`src/rtl/bit_stuffer_if.sv`:
```
// ---------------------------------------------------------------------------
// bit_stuffer_if
// Bundles the serial handshake between the CRC queue, the bit stuffer and
// the NRZI encoder.
//   s_in       : data bit at the CRC queue head
//   start_b    : packet-start strobe from the CRC block
//   endb       : queue-drained strobe from the CRC block (no data bit)
//   pause      : stall request back to the CRC queue
//   s_out      : serial bit towards NRZI
//   out_valid  : s_out carries a packet bit
//   start_nrzi : marks the first packet bit on s_out
//   end_nrzi   : pulses the cycle after the last packet bit
//   proto_err  : sticky protocol-violation flag
// master = upstream/downstream environment side, slave = bit stuffer side.
// ---------------------------------------------------------------------------
interface bit_stuffer_if;
  logic s_in;
  logic start_b;
  logic endb;
  logic pause;
  logic s_out;
  logic out_valid;
  logic start_nrzi;
  logic end_nrzi;
  logic proto_err;

  modport master (
    output s_in, start_b, endb,
    input  pause, s_out, out_valid, start_nrzi, end_nrzi, proto_err
  );

  modport slave (
    input  s_in, start_b, endb,
    output pause, s_out, out_valid, start_nrzi, end_nrzi, proto_err
  );
endinterface

```
`src/rtl/bit_stuffer.sv`:
```
// ---------------------------------------------------------------------------
// bit_stuffer
// Transmit-path stage between the CRC block and the NRZI encoder. Inserts a
// 0 after every MAX_ONES consecutive 1s, stalling the CRC queue with pause
// for the cycle in which the stuffed bit is emitted, and frames the output
// stream with start_nrzi / end_nrzi strobes.
// Ports:
//   clk   : system clock, all state on the rising edge
//   rst_n : asynchronous active-low reset
//   bus   : bit_stuffer_if.slave (s_in/start_b/endb in, pause, registered
//           s_out/out_valid/start_nrzi/end_nrzi, sticky proto_err out)
// Parameter:
//   MAX_ONES : run of 1s that triggers one stuffed 0 (2..15)
// ---------------------------------------------------------------------------
module bit_stuffer #(
  parameter int MAX_ONES = 6
) (
  input  logic          clk,
  input  logic          rst_n,
  bit_stuffer_if.slave  bus
);

  localparam int CW = $clog2(MAX_ONES + 1);
  localparam logic [CW-1:0] MAX_CNT = CW'(MAX_ONES);

  typedef enum logic [1:0] {
    IDLE  = 2'd0,
    SEND  = 2'd1,
    STUFF = 2'd2,
    ENDP  = 2'd3
  } state_t;

  state_t          state_reg;
  logic [CW-1:0]   ones_cnt_reg;
  logic            end_pending_reg;
  logic            first_reg;
  logic            s_out_reg;
  logic            out_valid_reg;
  logic            start_nrzi_reg;
  logic            end_nrzi_reg;
  logic            proto_err_reg;

  logic [CW-1:0]   ones_inc;

  // Run count after accepting another 1; never exceeds MAX_ONES because the
  // count is cleared as soon as it reaches MAX_ONES.
  assign ones_inc = ones_cnt_reg + 1'b1;

  // The queue must hold its head bit while the stuffed 0 goes out.
  assign bus.pause      = (state_reg == STUFF);
  assign bus.s_out      = s_out_reg;
  assign bus.out_valid  = out_valid_reg;
  assign bus.start_nrzi = start_nrzi_reg;
  assign bus.end_nrzi   = end_nrzi_reg;
  assign bus.proto_err  = proto_err_reg;

  always_ff @(posedge clk or negedge rst_n) begin
    if (!rst_n) begin
      state_reg       <= IDLE;
      ones_cnt_reg    <= '0;
      end_pending_reg <= 1'b0;
      first_reg       <= 1'b0;
      s_out_reg       <= 1'b0;
      out_valid_reg   <= 1'b0;
      start_nrzi_reg  <= 1'b0;
      end_nrzi_reg    <= 1'b0;
      proto_err_reg   <= 1'b0;
    end else begin
      // Output strobes are single-cycle unless a state below loads them.
      s_out_reg      <= 1'b0;
      out_valid_reg  <= 1'b0;
      start_nrzi_reg <= 1'b0;
      end_nrzi_reg   <= 1'b0;

      // A new packet can only begin from IDLE; anywhere else it is ignored.
      if (bus.start_b && (state_reg != IDLE)) begin
        proto_err_reg <= 1'b1;
      end

      unique case (state_reg)
        IDLE: begin
          // start_b has priority over a coincident endb.
          if (bus.start_b) begin
            state_reg    <= SEND;
            ones_cnt_reg <= '0;
            first_reg    <= 1'b1;
          end else if (bus.endb) begin
            proto_err_reg <= 1'b1;
          end
        end

        SEND: begin
          if (bus.endb) begin
            end_nrzi_reg <= 1'b1;
            first_reg    <= 1'b0;
            state_reg    <= IDLE;
          end else begin
            s_out_reg      <= bus.s_in;
            out_valid_reg  <= 1'b1;
            start_nrzi_reg <= first_reg;
            first_reg      <= 1'b0;
            if (bus.s_in) begin
              if (ones_inc == MAX_CNT) begin
                ones_cnt_reg <= '0;
                state_reg    <= STUFF;
              end else begin
                ones_cnt_reg <= ones_inc;
              end
            end else begin
              ones_cnt_reg <= '0;
            end
          end
        end

        STUFF: begin
          // s_in is ignored here; the queue is paused.
          s_out_reg     <= 1'b0;
          out_valid_reg <= 1'b1;
          if (end_pending_reg || bus.endb) begin
            // Remember the end so end_nrzi comes after the stuffed 0.
            end_pending_reg <= 1'b1;
            state_reg       <= ENDP;
          end else begin
            state_reg <= SEND;
          end
        end

        ENDP: begin
          end_nrzi_reg    <= 1'b1;
          end_pending_reg <= 1'b0;
          first_reg       <= 1'b0;
          state_reg       <= IDLE;
        end

        default: begin
          state_reg <= IDLE;
        end
      endcase
    end
  end

endmodule

```
`src/flat_wrapper.sv`:
```
// flat-port wrapper written by rule: the top's interface ports become plain ports
module bit_stuffer_flat 
#(
  parameter int MAX_ONES = 6
)
  (clk, rst_n, bus_s_in, bus_start_b, bus_endb, bus_pause, bus_s_out, bus_out_valid, bus_start_nrzi, bus_end_nrzi, bus_proto_err);
  bit_stuffer_if bus_i ();
  input  logic clk;
  input  logic rst_n;
  input wire logic [$bits(bus_i.s_in)-1:0] bus_s_in;
  input wire logic [$bits(bus_i.start_b)-1:0] bus_start_b;
  input wire logic [$bits(bus_i.endb)-1:0] bus_endb;
  output wire logic [$bits(bus_i.pause)-1:0] bus_pause;
  output wire logic [$bits(bus_i.s_out)-1:0] bus_s_out;
  output wire logic [$bits(bus_i.out_valid)-1:0] bus_out_valid;
  output wire logic [$bits(bus_i.start_nrzi)-1:0] bus_start_nrzi;
  output wire logic [$bits(bus_i.end_nrzi)-1:0] bus_end_nrzi;
  output wire logic [$bits(bus_i.proto_err)-1:0] bus_proto_err;
  assign bus_i.s_in = bus_s_in;
  assign bus_i.start_b = bus_start_b;
  assign bus_i.endb = bus_endb;
  assign bus_pause = bus_i.pause;
  assign bus_s_out = bus_i.s_out;
  assign bus_out_valid = bus_i.out_valid;
  assign bus_start_nrzi = bus_i.start_nrzi;
  assign bus_end_nrzi = bus_i.end_nrzi;
  assign bus_proto_err = bus_i.proto_err;
  bit_stuffer #(.MAX_ONES(MAX_ONES)) u_core (.clk(clk), .rst_n(rst_n), .bus(bus_i));
endmodule
```
`config.mk`:
```
export PLATFORM = sky130hd
export DESIGN_NAME = bit_stuffer_flat
export DESIGN_NICKNAME = d
export VERILOG_FILES = /design/src/rtl/bit_stuffer_if.sv /design/src/rtl/bit_stuffer.sv /design/src/flat_wrapper.sv
export SDC_FILE = /design/constraint.sdc
export NUM_CORES = 1
export LEC_CHECK = 0
export ABC_AREA = 1
export CAP_MARGIN = 5
export CELL_PAD_IN_SITES_DETAIL_PLACEMENT = 1
export CELL_PAD_IN_SITES_GLOBAL_PLACEMENT = 1
export CORE_UTILIZATION = 40
export CTS_CLUSTER_DIAMETER = 60
export DETAILED_ROUTE_END_ITERATION = 8
export PLACE_DENSITY = 0.84
export SLEW_MARGIN = 10
export SYNTH_ARGS = -nofsm -noshare
export SYNTH_HDL_FRONTEND = slang
export SYNTH_SLANG_ARGS = --single-unit
```
`constraint.sdc`:
```
create_clock -name clk -period 3 [get_ports clk]
set_input_delay 0.6 -clock clk [delete_from_list [all_inputs] [get_ports clk]]
set_output_delay 0.6 -clock clk [all_outputs]
set_load 0.005 [all_outputs]
```
After elaboration in Yosys (flattened, before gate mapping). Cells that the tools add are included.

Output and inout port bits: 6. Bits in writable memories: 0. Bits in registers: 12. Memories kept: 0. Bits in latches: 0. ROM bits: 0. Input port bits: 5. Word-level logic and storage cells: 58.

Multiply operators: 0. Mux-type cells: 27. Magnitude comparators: 0. Equal/unequal tests: 9. Add/sub/neg operators: 1. Shifts and indexed selects: 0. Bitwise gates (word level): 0. Reduce and logical (&&, ||, !) cells: 12. Divide/modulo/power cells: 0.

Operator list (count): $mux W1 (12); $mux W3 (4); $mux W2 (5); $pmux W1 S2 (4); $pmux W2 S4 (1); $reduce_bool A2 Y1 (4); $pmux W3 S2 (1); $reduce_and A3 Y1 (2); $eq A2 B2 Y1 const B (2); $ne A2 B2 Y1 const B (2); $reduce_and A2 Y1 (2); $add A3 B1 Y3 const B (1); $eq A3 B3 Y1 const B (1); $ne A3 B2 Y1 const B (1); $ne A3 B3 Y1 const B (1); $eq A2 B1 Y1 const B (1); $logic_not A2 Y1 (1); $ne A2 B1 Y1 const B (1); $reduce_or A2 Y1 (1); $logic_and A1 B1 Y1 (1); $logic_or A1 B1 Y1 (1).

Longest topological paths before layout. Gate-level depths: netlist of the first run.

Depth after elaboration: 6. Depth in mapped cells: 8. Gate-level depth less buffers: 8.

Worst setup path after synthesis of the first run. No wires, ideal clock.

Kind: register -> output. Start: register u_core.state_reg[0]. End: output bus_pause. Cell stages (with the launch flop): 3. Arrival time: 0.679 ns. Setup slack: 1.720 ns. Cell sequence: dfrtp_1 -> inv_1 -> ha_1.

Longest elaborated chain between the ends: 1.

RTL lines: start, declared (line bit_stuffer.sv:33) `state_t state_reg;`; start signal, assigned (line bit_stuffer.sv:59) `state_reg <= IDLE;`; start signal, assigned (line bit_stuffer.sv:84) `state_reg <= SEND;`; start signal, assigned (line bit_stuffer.sv:96) `state_reg <= IDLE;`; $eq A2 B2 Y1 (line bit_stuffer.sv:50) `assign bus.pause = (state_reg == STUFF);`; end, declared (line flat_wrapper.sv:13) `output wire logic [$bits(bus_i.pause)-1:0] bus_pause;`.

No other way between the ends.

Worst setup path in the final report of the first run. Same ends and word-level chain as after synthesis.

==> impl_metrics.csv, run 1 <==
group,metric,value,unit
clocking,clockBufferDepth,2,
power,p_sw_share,43.08,%
placement,io_buffers,10,
floorplan,fp.dieH,43.44,um
power,pwr-share-seq,33.9,%
layout,largest_register_ffs,3,
floorplan,core-area,1559,sq um
power,leakagePower,0.4257,nW
clocking,post-cts-setup-buffers,0,
detailed_routing,drt-met1-wl,637,um
critical_path,critPathTopFamily,"buffers and inverters",
power,p_per_area,870.6,nW/um^2
floorplan,start_util,44.06,%
clocking,cts_root_buf,"clkbuf_4",
sta,setup_viol,0,
sta,rsz0062_at_grt,"false",
floorplan,die_w,43.44,um
synthesis,syn_inst,83,
layout,syn_to_final_growth,20.77,%
clocking,cts_buffers,3,
layout,fill_cells,206,
clocking,cts_tree,"done",
synthesis,synth_top_family_by_area,"simple AND/OR/NAND/NOR gates",
placement,dp.cells,109,
synthesis,synth.distinct_cells,20,
global_routing,antenna_found_initial,0,
floorplan,rows,14,
placement,preCtsSetupSlack,1.128,ns
sta,hold_slack,0.4887,ns
detailed_routing,drt-total-wl,1.560,mm
synthesis,yosys.area_share.xor_xnor,0,%
critical_path,crit_chain,"inv_1 -> ha_1 -> clkdlybuf4s50_1",
detailed_routing,highest_layer,"met4",
layout,drive_above_1_share,14.58,%
synthesis,synth-simple-area-share,28.05,%
clocking,cts_max_level,1,
power,clockPowerShare,13.9,%
clocking,cts.sinks,12,
critical_path,cp_num_buf_inv,2,
detailed_routing,drc,4,
power,p_switching,0.0003112,W
detailed_routing,wl_met3,51,um
layout,finalNonFillerCells,112,
synthesis,synth_area_per_cell,8.276,sq um
sta,fmax,462.2,MHz
layout,utilization,53.21,%
global_routing,grt_pass1_wl,2.780,mm
sta,setup_slack,0.8365,ns
run_status,outcome,"complete, but fails checks",
detailed_routing,post_drt_wl_per_cell,13.93,um
global_routing,grt_max_degree,13,
clocking,cts_hold_buf,0,
sta,finalHoldViolations,0,
detailed_routing,wl_met2,838,um
critical_path,slowest_stage,"clkdlybuf4s50_1",
layout,antenna_cells,0,
detailed_routing,drt_iter0_drc,6,
sta,tightest_slew,0.5746,ns
hold_path,hold_path.class,"register to register",
critical_path,critPathKind,"register to output pin",
floorplan,io_pins,11,
critical_path,rrSetupSlack,1.56,ns
sta,skew,0.002421,ns
critical_path,cp_max_fo,4,
run_status,violations,"design-rule violations",
power,irDropWorstVdd,454.3,uV
sta,timing.setup.tns,0,ns
detailed_routing,ant_nets,0,
clocking,cts-resized-gates,0,
critical_path,cp-start-kind,"register",
floorplan,dieArea,1887,sq um
sta,period_minus_slack,2.164,ns
critical_path,arrival,1.56,ns
synthesis,muxShareOfSynthArea,0,%
power,p_int,0.0004110,W
global_routing,grt_overflow,0,
clocking,clk_pin_slew_worst_paths,0.07,ns
detailed_routing,num_vias,580,
run,drv_cap,0,
sta,fin_crit_sh,72.12,%
global_routing,gr-usage-all-layers,20.68,%
critical_path,worst_path_largest_cell_delay,0.52,ns
synthesis,synth_adder_area_share,12.75,%
synthesis,ys_seq_elements,12,
sta,drv_slew,0,
detailed_routing,drt_pass1_iterations,5,
detailed_routing,drt-vias-per-instance,5.179,
layout,nets,110,
critical_path,cp-end-kind,"output pin",
synthesis,syn_nets,95,
global_routing,grt_pass1_vias,630,
synthesis,ys_seq_area_share,43.72,%
synthesis,synth_compound_area_share,7.468,%
sta,relSlewSlack,61.57,%
critical_path,crit_required,2.40,ns
clocking,clock_latency,0.27,ns
synthesis,yosysWarningCount,0,
placement,dp_hpwl,1.278,mm
placement,gp_congestion,0.8154,
synthesis,synth_area,686.9,sq um
power,p_comb_share,52.2,%
## synthesized netlist by cell type
cell,instances,area [sq um]
or2_4,1,8.760
ha_1,7,87.58
o21ai_0,3,15.01
o21ai_1,1,5.000
nand4_1,1,6.260
dfrtp_1,12,300.3
nor2_4,1,11.26
nand2_2,1,6.260
or2_2,1,6.260
inv_1,12,45.04
nand3_1,4,20.02
a21oi_1,1,5.000
nor2_1,9,33.78
inv_4,1,6.260
nand3_2,1,10.01
nor3_1,1,5.000
nor2_2,1,6.260
inv_2,1,3.750
o21ai_2,3,26.28
nand2_1,21,78.83
## placed cells by master, fill, tap and decap left out
cell type and count:
inv_1 12, nand2_1 21, nand2_2 1, dfrtp_1 12, a21oi_1 1, ha_1 7
o21ai_0 3, or2_4 1, or2_2 1, o21ai_2 3, clkbuf_4 3, o21ai_1 1
nand3_2 1, inv_4 1, inv_2 1, nand4_1 1, nor2_2 1, nor2_4 1
nand3_1 4, nor3_1 1, clkdlybuf4s50_1 10, nor2_1 9
## power by group through the flow
stage | Clock [W] | Combinational, W | Sequential [W]
global route | 0.000108 | 0.000436 | 0.000251
global placement | 0 | 0.000366 | 0.000244
floorplan | 0 | 0.000261 | 0.000242
detailed placement | 0 | 0.000384 | 0.000249
CTS | 0.000102 | 0.000388 | 0.000246
finish | 0.000100 | 0.000377 | 0.000245
## cell families after synthesis
family	Yosys count
fa+ha+maj	7
flops	12
buf+inv	14
simple gates	42
compound gates	8
## metal layers
metal	track usage (%)	up-vias
li1	-	282
met1	22.83	284
met2	38.18	10
met3	2.500	4
met4	11.25	0
met5	0	-
## metrics by stage
stage | total power, W | cell area [sq um]
after floorplan | 0.0005031 | 686.9
after global placement | 0.0006097 | 807.0
after detailed placement | 0.0006334 | 807.0
after CTS | 0.0007360 | 829.5
after global routing | 0.0007944 | 829.5
final | 0.0007222 | 829.5
## tightest hold or removal path, cell delays in order (launching register included)
cell and delay, ns:
dfrtp_1 0.34, o21ai_1 0.07, inv_1 0.04
## worst paths after layout
path,from,endpoint,cells past startpoint
min in group asynchronous,rst_n,u_core.ones_cnt_reg[0],1
min reg2reg,u_core.first_reg,u_core.first_reg,2
max in group asynchronous,rst_n,u_core.ones_cnt_reg[2],1
min,u_core.first_reg,u_core.first_reg,2
max,u_core.state_reg[0],bus_pause,3
max reg2reg,u_core.state_reg[1],u_core.ones_cnt_reg[2],8
## final cells by class
type	instances	area, sq um	share of cell area, %
sequential	12	300.3	36.20
inverter	14	55.05	6.636
multi-input combinational	57	331.6	39.97
tap	16	20.02	2.413
timing repair buffer	10	100.1	12.07
clock buffer	3	22.52	2.715
(Power assumes the default switching activity.)
==> run 2: changes to the inputs <==
- CORE_UTILIZATION: 40 -> 34
- PLACE_DENSITY: 0.84 -> 0.76
- clock period: 3 -> 1.9 ns (I/O delays scaled with it)
==> run 2 against run 1 <==
  * The run now ends clean
  * Worst setup slack worse by 0.77 ns
  * Hold slack lost 0.027 ns
  * Combinational power is 64% higher
  * Sequential power increased by 53%
  * First-iteration DRC count rose by 33%
  * Global-route usage fell by 4.7 points
  * Critical endpoint unchanged
  * Largest power group unchanged
==> impl_metrics.csv, run 2 (same netlist as run 1, synthesis figures left out) <==
group,metric,value,unit
layout,syn_to_final_growth,25.87,%
clocking,clk_pin_slew_worst_paths,0.08,ns
floorplan,core-area,1802,sq um
critical_path,cp-end-kind,"output pin",
global_routing,grt_pass1_vias,536,
run,drv_cap,0,
detailed_routing,drt-vias-per-instance,4.382,
clocking,clock_latency,0.27,ns
layout,multiInputGateArea,334.1,sq um
critical_path,critPathKind,"register to output pin",
critical_path,reg2reg_from,"u_core.state_reg[0]",
sta,drv_slew,0,
layout,utilization,47.99,%
sta,fmax,546.3,MHz
run_status,outcome,"complete, no violations",
floorplan,dieArea,2204,sq um
layout,drive_above_1_share,18.37,%
floorplan,die_w,46.95,um
detailed_routing,drt_pass1_iterations,3,
layout,largest_register_ffs,3,
placement,dp_hpwl,1.142,mm
critical_path,r2r-end,"u_core.state_reg[1]",
sta,fin_crit_sh,96.33,%
detailed_routing,drt_iter0_drc,8,
floorplan,start_util,38.13,%
global_routing,grt_pass1_wl,2.408,mm
sta,skew,0.005591,ns
layout,fill_cells,236,
critical_path,rrSetupSlack,0.46,ns
sta,period_minus_slack,1.830,ns
power,power.total,0.001199,W
clocking,clockBufferDepth,2,
critical_path,critPathLaunch,"u_core.state_reg[0]",
critical_path,endpoint,"bus_pause",
floorplan,fp.dieH,46.95,um
layout,nets,111,
floorplan,rows,15,
placement,io_buffers,10,
global_routing,grt_max_degree,13,
placement,dp.cells,118,
global_routing,antenna_found_initial,0,
layout,finalNonFillerCells,123,
detailed_routing,post_drt_wl_per_cell,11.35,um
clocking,cts.sinks,12,
critical_path,arrival,1.45,ns
layout,seq_area,300.3,sq um
detailed_routing,drt-total-wl,1.396,mm
clocking,cts_root_buf,"clkbuf_4",
power,irDropWorstVdd,575.8,uV
clocking,cts_max_level,1,
layout,layout_commonest_cell,"nand2_1",
critical_path,crit_required,1.52,ns
critical_path,cp_max_fo,4,
layout,antenna_cells,0,
critical_path,cp-start-kind,"register",
clocking,cts_tree,"done",
detailed_routing,drc,0,
sta,rsz0062_at_grt,"false",
global_routing,gr-usage-all-layers,15.94,%
hold_path,hold_path.class,"input pin to async pin",
sta,finalHoldViolations,0,
power,p_per_area,1387,nW/um^2
sta,relSlewSlack,62.74,%
sta,timing.setup.tns,0,ns
floorplan,io_pins,11,
global_routing,grt_overflow,0,
detailed_routing,ant_nets,0,
placement,gp_congestion,0.7577,
clocking,cts_buffers,3,
detailed_routing,num_vias,539,
sta,setup_viol,0,
sta,hold_slack,0.4622,ns
sta,tightest_slew,0.5571,ns
power,leakagePower,0.4348,nW
layout,final_cell_mix,"21 x nand2_1, 12 x dfrtp_1, 11 x inv_1",
critical_path,reg2regPathDepth,8,
==> run 2: cell count changes in the layout (fill, tap and decap cells not counted) <==
cell,delta
buf_4,+1
clkbuf_8,+1
ha_1,-1
ha_2,+1
inv_1,-1
inv_2,+1
==> run 2: worst max-delay path, cell delays in order, from the launching register on <==
cell and delay [ns]:
dfrtp_1 0.40, inv_2 0.08, ha_2 0.20, clkdlybuf4s50_1 0.50
==> run 2: power by group <==
group / switching, W / internal, W / total, W
combinational: 0.000359 / 0.000260 / 0.000619
sequential: 0.0000426 / 0.000333 / 0.000376
clock: 0.0000882 / 0.000116 / 0.000205
==> run 2: worst min path at each step <==
stage	depth (start not counted)	to	from	slack, ns
3_3_place_gp	2	u_core.bus.proto_err	u_core.bus.proto_err	0.46
2_1_floorplan	0	u_core.bus.end_nrzi	rst_n	0.08
3_5_place_dp	2	u_core.bus.proto_err	u_core.bus.proto_err	0.47
6_report	1	u_core.bus.start_nrzi	rst_n	0.46
4_1_cts	1	u_core.ones_cnt_reg[0]	rst_n	0.49
5_1_grt	1	u_core.ones_cnt_reg[0]	rst_n	0.51
==> run 2: metrics by stage <==
step	worst slack (ns)	cell area, sq um
after floorplan	0.6750	686.9
after global placement	0.2809	818.3
after detailed placement	0.2686	818.3
after CTS	0.01913	857.1
after global routing	0.02270	864.6
final	0.06966	864.6
==> run 2: final cells by class <==
class / instances / share of cell area [%]
Sequential cell: 12 / 34.73
Timing Repair Buffer: 11 / 12.45
Multi-Input combinational cell: 57 / 38.64
Tap cell: 25 / 3.618
Clock buffer: 4 / 4.197
Inverter: 14 / 6.368
==> run 2: timing repair <==
action | CTS | global route
pin swaps | 0 | 0
buffers inserted | 0 | 1
gates resized for setup | 2 | 0
setup endpoints to repair | 1 | 1
hold buffers | 0 | 0
==> run 2: routing by layer <==
layer	track usage (%)	part of all wire, %
met3	3.462	2.5
met5	0	0
met1	20.95	46
met2	25.28	51
met4	6.857	0.64
==> run 3: changes to the inputs <==
- CORE_MARGIN: unset -> 4
- CORE_UTILIZATION: 34 -> 39
- DONT_BUFFER_PORTS: unset -> 1
- PLACE_DENSITY: 0.76 -> 0.74
==> run 3 against run 2 <==
  * Flip-flop and latch count unchanged
  * Core utilization down 0.21 points
  * Highest routed layer unchanged
  * Cell area decreased by 13%
  * Hold slack lost 0.29 ns
  * Largest power group unchanged
  * Fmax grew 25%
  * Critical path depth increased by 5
  * Global-route usage decreased by 1.4 points
  * Combinational power shrank 16%
  * Sequential power grew 4%
  * Non-clock buffer count decreased by 10
  * Worst setup slack gained 0.37 ns
  * Clock power about the same
==> impl_metrics.csv, run 3 (same netlist as run 1, synthesis figures left out) <==
group,metric,value,unit
clocking,post-cts-setup-buffers,0,
layout,layout_commonest_cell,"nand2_1",
detailed_routing,drc,0,
sta,fin_crit_sh,76.83,%
sta,setup_slack,0.4403,ns
detailed_routing,post_drt_wl_per_cell,13.58,um
sta,rsz0062_at_grt,"false",
detailed_routing,drt-vias-per-instance,5.087,
detailed_routing,drt-total-wl,1.412,mm
layout,drive_above_1_share,17.05,%
layout,multiInputGateArea,331.6,sq um
global_routing,grt_max_degree,13,
run_status,outcome,"complete, no violations",
floorplan,io_pins,11,
clocking,cts-resized-gates,0,
global_routing,antenna_found_initial,0,
critical_path,arrival,1.68,ns
global_routing,grt_overflow,0,
power,pwr-share-seq,35.1,%
critical_path,critPathKind,"register to register",
layout,fill_cells,204,
layout,syn_to_final_growth,9.654,%
placement,gp_congestion,0.7616,
critical_path,crit_required,2.12,ns
power,leakagePower,0.3994,nW
clocking,clockBufferDepth,2,
detailed_routing,ant_nets,0,
layout,seq_area,300.3,sq um
global_routing,grt_pass1_wl,2.580,mm
clocking,cts_max_level,1,
layout,nets,101,
floorplan,fp.dieH,49.97,um
sta,period_minus_slack,1.460,ns
critical_path,critPathLaunch,"u_core.state_reg[1]",
global_routing,gr-usage-all-layers,14.56,%
power,p_comb_share,46.5,%
global_routing,top_usage_layer,"met2",
floorplan,die_w,49.97,um
sta,skew,0.008184,ns
clocking,cts_tree,"done",
sta,drv_slew,0,
run,drv_cap,0,
clocking,cts_root_buf,"clkbuf_4",
sta,tightest_slew,0.5420,ns
sta,setup_viol,0,
detailed_routing,num_vias,529,
detailed_routing,drt_iter0_drc,7,
clocking,clk_pin_slew_worst_paths,0.08,ns
placement,preCtsSetupSlack,0.4718,ns
power,clockPowerShare,18.4,%
global_routing,gr-usage-met1,17.56,%
critical_path,reg2reg_from,"u_core.state_reg[1]",
floorplan,core-area,1577,sq um
clocking,cts_hold_buf,1,
power,p_int,0.0006326,W
global_routing,gr-usage-met2,21.59,%
floorplan,dieArea,2497,sq um
placement,dp_hpwl,1.183,mm
power,p_sw_share,43.07,%
clocking,clock_latency,0.28,ns
global_routing,grt_pass1_vias,545,
hold_path,min_from,"bus_endb",
layout,antenna_cells,0,
power,p_switching,0.0004787,W
sta,timing.setup.tns,0,ns
placement,io_buffers,0,
detailed_routing,drt_pass1_iterations,4,
clocking,cts.sinks,12,
hold_path,hold_path.class,"input pin to register",
global_routing,use_met3,5.120,%
layout,largest_register_ffs,3,
clocking,cts_buffers,3,
floorplan,rows,14,
critical_path,cp_max_fo,5,
power,irDropWorstVdd,640.1,uV
critical_path,cp-end-kind,"register",
sta,fmax,685.1,MHz
critical_path,cp-start-kind,"register",
hold_path,hold_path_depth,1,
power,p_per_area,1475,nW/um^2
layout,final_cell_mix,"21 x nand2_1, 12 x inv_1, 12 x dfrtp_1",
layout,utilization,47.78,%
sta,relSlewSlack,63.74,%
sta,finalHoldViolations,0,
critical_path,reg2regPathDepth,8,
floorplan,start_util,43.57,%
-- run 3: changes by cell type in the layout (fill, tap and decap cells not counted) --
| cell | previous run | this run |
|---|---|---|
| ha_1 | 6 | 7 |
| clkdlybuf4s50_1 | 10 | 0 |
| buf_4 | 1 | 0 |
| inv_2 | 2 | 1 |
| inv_1 | 11 | 12 |
| ha_2 | 1 | 0 |
| dlygate4sd3_1 | 0 | 1 |
-- run 3: per-stage QoR --
step | instances | area, sq um | total power, W | hold WS (ns)
finish | 104 | 753.2 | 0.001111 | 0.1691
floorplan | 83 | 686.9 | 0.0007944 | 0.08441
detailed placement | 99 | 706.9 | 0.0009163 | 0.08470
global placement | 99 | 706.9 | 0.0008883 | 0.08471
CTS | 104 | 753.2 | 0.001132 | 0.1583
global route | 104 | 753.2 | 0.001243 | 0.1431
-- run 3: layer usage --
layer  up-vias  share of wire [%]
met5         -                  0
met4         0                3.3
met3         5                4.5
met2        10                 46
met1       248                 46
li1        266                  -
-- run 3: final timing paths --
path / slack, ns / endpoint
setup / recovery: 0.44 / u_core.state_reg[1]
hold / removal: 0.17 / u_core.bus.s_out
setup reg to reg: 0.44 / u_core.state_reg[1]
hold reg to reg: 0.51 / u_core.bus.proto_err
max in group asynchronous: 1.02 / u_core.ones_cnt_reg[2]
min in group asynchronous: 0.52 / u_core.ones_cnt_reg[1]
-- run 3: critical path: stages (launching register included) --
cell and delay, ns:
dfrtp_1 0.42, inv_1 0.12, ha_1 0.27, inv_2 0.10
nor2_4 0.11, nor2_1 0.06, nor2_1 0.13, nand3_1 0.11
nand2_1 0.08
-- run 3: cell type report --
cell class,instances,share of cell area [%]
timing repair buffer,1,1.329
tap,16,2.658
clock buffer,4,4.817
multi-input combinational,57,44.02
sequential,12,39.87
inverter,14,7.309
-- run 3: power by group through the flow --
stage               Clock [W]  Combinational [W]  Sequential [W]
floorplan                   0           0.000413        0.000382
global placement            0           0.000495        0.000393
detailed placement          0           0.000517        0.000399
CTS                  0.000212           0.000527        0.000393
global route         0.000227           0.000609        0.000407
finish               0.000204           0.000517        0.000390
